===== config.mk =====
export PLATFORM = sky130hd
export DESIGN_NAME = alu_seq
export DESIGN_NICKNAME = d
export VERILOG_FILES = /design/src/rtl/alu_seq.sv
export SDC_FILE = /design/constraint.sdc
export NUM_CORES = 1
export LEC_CHECK = 0
export CAP_MARGIN = 20
export CORE_MARGIN = 3
export CORE_UTILIZATION = 60
export DETAILED_ROUTE_END_ITERATION = 7
export DONT_BUFFER_PORTS = 1
export PLACE_DENSITY = 0.81
export SYNTH_ARGS = -nofsm -noshare
export SYNTH_HDL_FRONTEND = slang
export SYNTH_SLANG_ARGS = --single-unit

===== constraint.sdc =====
create_clock -name Clock -period 0.88 [get_ports Clock]
set_input_delay 0.22 -clock Clock [delete_from_list [all_inputs] [get_ports Clock]]
set_output_delay 0.22 -clock Clock [all_outputs]
set_load 0.02 [all_outputs]

===== src/rtl/alu_seq.sv =====
// Registered ALU with Start/Done handshake and an optional shift-add multiplier.
// Define ALU_MUL_EN to build the MUL opcode and the MULT sequencer.
module alu_seq #(
  parameter int WIDTH = 16
) (
  input  logic             Clock,
  input  logic             Reset,
  input  logic             Start,
  input  logic [WIDTH-1:0] A,
  input  logic [WIDTH-1:0] B,
  input  logic [2:0]       Operacioni,
  output logic             Busy,
  output logic             Done,
  output logic [WIDTH-1:0] Result,
  output logic [WIDTH-1:0] ResultHi,
  output logic             Zero,
  output logic             Overflow,
  output logic             CarryOut,
  output logic             Negative,
  output logic             IllegalOp
);

  localparam logic [2:0] OP_AND = 3'b000;
  localparam logic [2:0] OP_OR  = 3'b001;
  localparam logic [2:0] OP_ADD = 3'b010;
  localparam logic [2:0] OP_XOR = 3'b011;
  localparam logic [2:0] OP_NOR = 3'b100;
  localparam logic [2:0] OP_SUB = 3'b101;
  localparam logic [2:0] OP_SLT = 3'b110;
  localparam logic [2:0] OP_MUL = 3'b111;

  logic             accept;
  logic             fire;
  logic             sub;
  logic [WIDTH-1:0] b_eff;
  logic [WIDTH:0]   sum;
  logic             ovf;
  logic             slt;
  logic [WIDTH-1:0] res;
  logic             v_f;
  logic             c_f;
  logic             ill;

  assign accept = Start & ~Busy;

  // SLT reuses the subtractor: signed less-than is sign XOR overflow
  assign sub   = (Operacioni == OP_SUB) || (Operacioni == OP_SLT);
  assign b_eff = sub ? ~B : B;
  assign sum   = {1'b0, A} + {1'b0, b_eff} + {{WIDTH{1'b0}}, sub};
  assign ovf   = (A[WIDTH-1] ^ b_eff[WIDTH-1] ^ sum[WIDTH-1]) ^ sum[WIDTH];
  assign slt   = sum[WIDTH-1] ^ ovf;

  always_comb begin
    res = '0;
    v_f = 1'b0;
    c_f = 1'b0;
    ill = 1'b0;
    unique case (Operacioni)
      OP_AND: res = A & B;
      OP_OR:  res = A | B;
      OP_ADD,
      OP_SUB: begin
        res = sum[WIDTH-1:0];
        v_f = ovf;
        c_f = sum[WIDTH];
      end
      OP_XOR: res = A ^ B;
      OP_NOR: res = ~(A | B);
      OP_SLT: res = {{(WIDTH-1){1'b0}}, slt};
      OP_MUL: begin
`ifndef ALU_MUL_EN
        ill = 1'b1;
`endif
      end
    endcase
  end

`ifdef ALU_MUL_EN
  localparam int CW = $clog2(WIDTH + 1);

  typedef enum logic {
    IDLE = 1'b0,
    MULT = 1'b1
  } state_t;

  state_t             state;
  state_t             state_nxt;
  logic               start_mul;
  logic               mul_last;
  logic [2*WIDTH-1:0] mcand;
  logic [WIDTH-1:0]   mplier;
  logic [2*WIDTH-1:0] acc;
  logic [2*WIDTH-1:0] acc_nxt;
  logic [CW-1:0]      cnt;

  assign fire      = accept && (Operacioni != OP_MUL);
  assign start_mul = accept && (Operacioni == OP_MUL);
  assign mul_last  = (state == MULT) && (cnt == CW'(1));
  assign acc_nxt   = mplier[0] ? acc + mcand : acc;

  always_ff @(posedge Clock or posedge Reset) begin
    if (Reset) state <= IDLE;
    else       state <= state_nxt;
  end

  always_comb begin
    state_nxt = state;
    unique case (state)
      IDLE: if (start_mul) state_nxt = MULT;
      MULT: if (mul_last)  state_nxt = IDLE;
    endcase
  end

  always_comb begin
    Busy = (state == MULT);
  end

  always_ff @(posedge Clock or posedge Reset) begin
    if (Reset) begin
      mcand  <= '0;
      mplier <= '0;
      acc    <= '0;
      cnt    <= '0;
    end else if (start_mul) begin
      mcand  <= {{WIDTH{1'b0}}, A};
      mplier <= B;
      acc    <= '0;
      cnt    <= CW'(WIDTH);
    end else if (state == MULT) begin
      acc    <= acc_nxt;
      mcand  <= mcand << 1;
      mplier <= mplier >> 1;
      cnt    <= cnt - CW'(1);
    end
  end
`else
  assign fire     = accept;
  assign Busy     = 1'b0;
  assign ResultHi = '0;
`endif

  always_ff @(posedge Clock or posedge Reset) begin
    if (Reset) begin
      Done      <= 1'b0;
      Result    <= '0;
`ifdef ALU_MUL_EN
      ResultHi  <= '0;
`endif
      Zero      <= 1'b0;
      Overflow  <= 1'b0;
      CarryOut  <= 1'b0;
      Negative  <= 1'b0;
      IllegalOp <= 1'b0;
    end else begin
      Done <= 1'b0;
      if (fire) begin
        Done      <= 1'b1;
        Result    <= res;
`ifdef ALU_MUL_EN
        ResultHi  <= '0;
`endif
        Zero      <= (res == '0);
        Overflow  <= v_f;
        CarryOut  <= c_f;
        Negative  <= res[WIDTH-1];
        IllegalOp <= ill;
      end
`ifdef ALU_MUL_EN
      else if (mul_last) begin
        Done      <= 1'b1;
        Result    <= acc_nxt[WIDTH-1:0];
        ResultHi  <= acc_nxt[2*WIDTH-1:WIDTH];
        Zero      <= (acc_nxt == '0);
        Overflow  <= |acc_nxt[2*WIDTH-1:WIDTH];
        CarryOut  <= 1'b0;
        Negative  <= acc_nxt[WIDTH-1];
        IllegalOp <= 1'b0;
      end
`endif
    end
  end

endmodule


==> impl_metrics.ini <==
[yosys]
synth_edf_count = 0
syn_inst = 423
synthMuxAreaShare_pct = 4.072
synthSimpleGateAreaFrac_pct = 17.19
synth_compound_area_share_pct = 24.92
synth_area_um2 = 3318
postSynthAreaPerCell_um2 = 7.844
synth.distinct_cells = 66
seq_area_frac_synth_pct = 15.84
synth_top_family_by_area = compound AO/OA/AOI/OAI gates
synth-main-ff-cell = dfrtp_1
async_reset_ff_share_pct = 100.0
yosysWarnings = 0
ys_ff_latch = 21
synth-xor-area-share_pct = 6.071
synth_adder_area_share_pct = 18.70

[clocking]
root_buffer = clkbuf_8
clkSinkCount = 21
cts_buffers = 3
cts-htree-levels = 1
path_clk_slew_ns = 0.08
cts_tree = done
clock_latency_ns = 0.25
clockBufferDepth = 2

[die]
core_um2 = 5238
boundaryPins = 77
die_w_um = 80.37
start_util_pct = 63.35
dieArea_um2 = 6459
row_count = 26
fp.dieH_um = 80.37

[outcome]
outcome = finished with violations
violations = setup timing

[detailed_routing]
drc = 0
vias_per_cell = 6.094
wire_per_inst_um = 18.91
ant_nets = 0
drt_iter0_drc = 307
firstDrtPassIters = 5
route.vias.total = 3571
wl_mm = 11.08

[placement]
place_hpwl_mm = 7.399
routabilityCongestion = 0.9249
portBuffers = 0
place_inst = 560

[cells_and_area]
final_common_cell = buf_4
fin_util_pct = 87.27
drive_gt1_share_pct = 37.40
areaGrowthSynthToFinish_pct = 37.75
final_cell_mix = 98 x buf_4, 48 x inv_1, 42 x ha_1
diodes = 0
fin_nets = 604
layout.cells.non_filler = 586

[min_path]
hold_path.class = in2reg
min_path_cells = 1

[sta]
slew_violations = 0
min_period_over_period_pct = 307.9
fin_setup_tns_ns = -29.65
setup_ws_ns = -1.830
tightest_slew_ns = 0.7632
hold_viol_final = 0
rsz0062_at_grt = true
worst_slew_margin_rel_pct = 48.94
hold_slack_ns = 0.02979
setup_viol = 41
layout_min_cycle_time_ns = 2.710
fin_skew_ns = 0
clock.fmax_mhz = 369.0

[power]
powerDensity_nw_per_um2 = 1283
ir_drop_v = 0.001349
p_leak_uw = 0.002191
finalPower_uw = 5864

[grt]
grt_overflow_total = 0
antenna_found_initial = 0
grt_pass1_vias = 3551
grt_pass1_wl_mm = 16.41
grt.total_usage_pct = 31.80
grt_max_degree = 39

[worst_setup_path]
path_max_fanout = 30
crit_arrival_ns = 2.87
worst-r2r-cell-count = 2
worstPathRequired_ns = 1.04
crit_type = in2reg
worst_setup_path_start_kind = primary input
crit_path_end_kind = flip-flop

[flow_run]
drv_cap = 0
==> layer usage <==
layer / wire, µm / up-vias / part of all wire (%) / track usage, %
li1: - / 1628 / - / -
met1: 4163 / 1680 / 38 / 36.30
met2: 5722 / 215 / 52 / 59.35
met3: 834 / 48 / 7.5 / 4.709
met4: 358 / 0 / 3.2 / 11.15
met5: 0 / - / 0 / 0
==> report_power, final <==
| group | internal (µW) | leakage (µW) | switching [µW] |
|---|---|---|---|
| logic | 2000 | 0.00192 | 1920 |
| registers | 1110 | 0.000249 | 208 |
| clock network | 315 | 0.0000255 | 317 |
==> path summary, 6_finish.rpt <==
kind                                    start    endpoint  slack, ns
worst min-delay path                    Start  Result[15]       0.03
worst max register to register      Result[0]   Result[0]      -0.28
min in group asynchronous               Reset   IllegalOp       0.24
worst max-delay path            Operacioni[0]        Zero      -1.83
worst min register to register      Result[9]   Result[9]       0.56
max in group asynchronous               Reset    Overflow       0.18
==> stage by stage <==
step           area [µm²]  setup slack [ns]
5_1_grt              4571            -1.863
2_1_floorplan        3566            -1.824
3_5_place_dp         4063            -2.024
4_1_cts              4410            -1.631
3_3_place_gp         4055            -1.973
6_report             4571            -1.830
==> cell usage after synthesis, types with 3 or more instances <==
| library cell | count | area, µm² |
|---|---|---|
| o21a_1 | 7 | 52.55 |
| dfrtp_1 | 21 | 525.5 |
| buf_2 | 5 | 25.02 |
| nand2b_1 | 16 | 100.1 |
| o21ai_0 | 21 | 105.1 |
| nor2b_1 | 4 | 25.02 |
| nand3_1 | 6 | 30.03 |
| nor2_1 | 34 | 127.6 |
| ha_1 | 48 | 600.6 |
| clkbuf_1 | 10 | 37.54 |
| nand4_1 | 3 | 18.77 |
| a22oi_1 | 8 | 60.06 |
| nand2_1 | 27 | 101.4 |
| mux2_2 | 3 | 33.78 |
| a21oi_1 | 21 | 105.1 |
| a32oi_1 | 4 | 35.03 |
| nor3_1 | 3 | 15.01 |
| a31oi_1 | 6 | 37.54 |
| xnor2_1 | 17 | 148.9 |
| a22o_1 | 5 | 43.79 |
| or3_1 | 3 | 18.77 |
| inv_1 | 49 | 183.9 |
| o211ai_1 | 8 | 60.06 |
| o31ai_1 | 3 | 22.52 |
| buf_4 | 22 | 165.2 |
| o22ai_1 | 5 | 31.28 |
| a211oi_1 | 3 | 22.52 |
| xor2_1 | 6 | 52.55 |
| mux2i_1 | 9 | 90.09 |
==> flip-flops by register name, summed over array words and instances (netlist names) <==
signal and flops:
Result 16, CarryOut 1, Done 1, IllegalOp 1, Overflow 1, Zero 1
==> cell families after synthesis <==
| group | Yosys count |
|---|---|
| buffers and inverters | 88 |
| other | 1 |
| flip-flops | 21 |
| XOR/XNOR | 23 |
| multiplexers | 13 |
| adder cells (fa/ha/maj) | 49 |
| AND/OR/NAND/NOR | 111 |
| AO/OA/AOI/OAI | 117 |
==> area by class of cell <==
type	count	area [µm²]
repair buffers	111	914.6
fillers	275	666.9
clock inverters	1	5.005
well taps	70	87.58
inverters	49	183.9
flip-flops and latches	21	536.8
multi-input cells	331	2801
clock buffers	3	41.29
==> worst max-delay path, cell delays in order <==
cell and delay [ns]:
xnor2_4 0.17, nand2b_4 0.23, xnor2_1 0.16, ha_1 0.28, buf_4 0.15, nand2_1 0.10
nor2_2 0.06, buf_4 0.13, a211oi_2 0.24, mux2i_1 0.12, a211oi_2 0.27, buf_4 0.17
and3_1 0.17, nand4_1 0.08, o31ai_1 0.30
==> repair_timing <==
action	CTS	global route
pin swaps	23	16
buffers inserted	11	9
endpoints found under the hold margin	22	0
setup endpoints to repair	41	41
resized for setup	41	21
hold buffers	2	0
cloned	1	0
(Power assumes the default switching activity.)
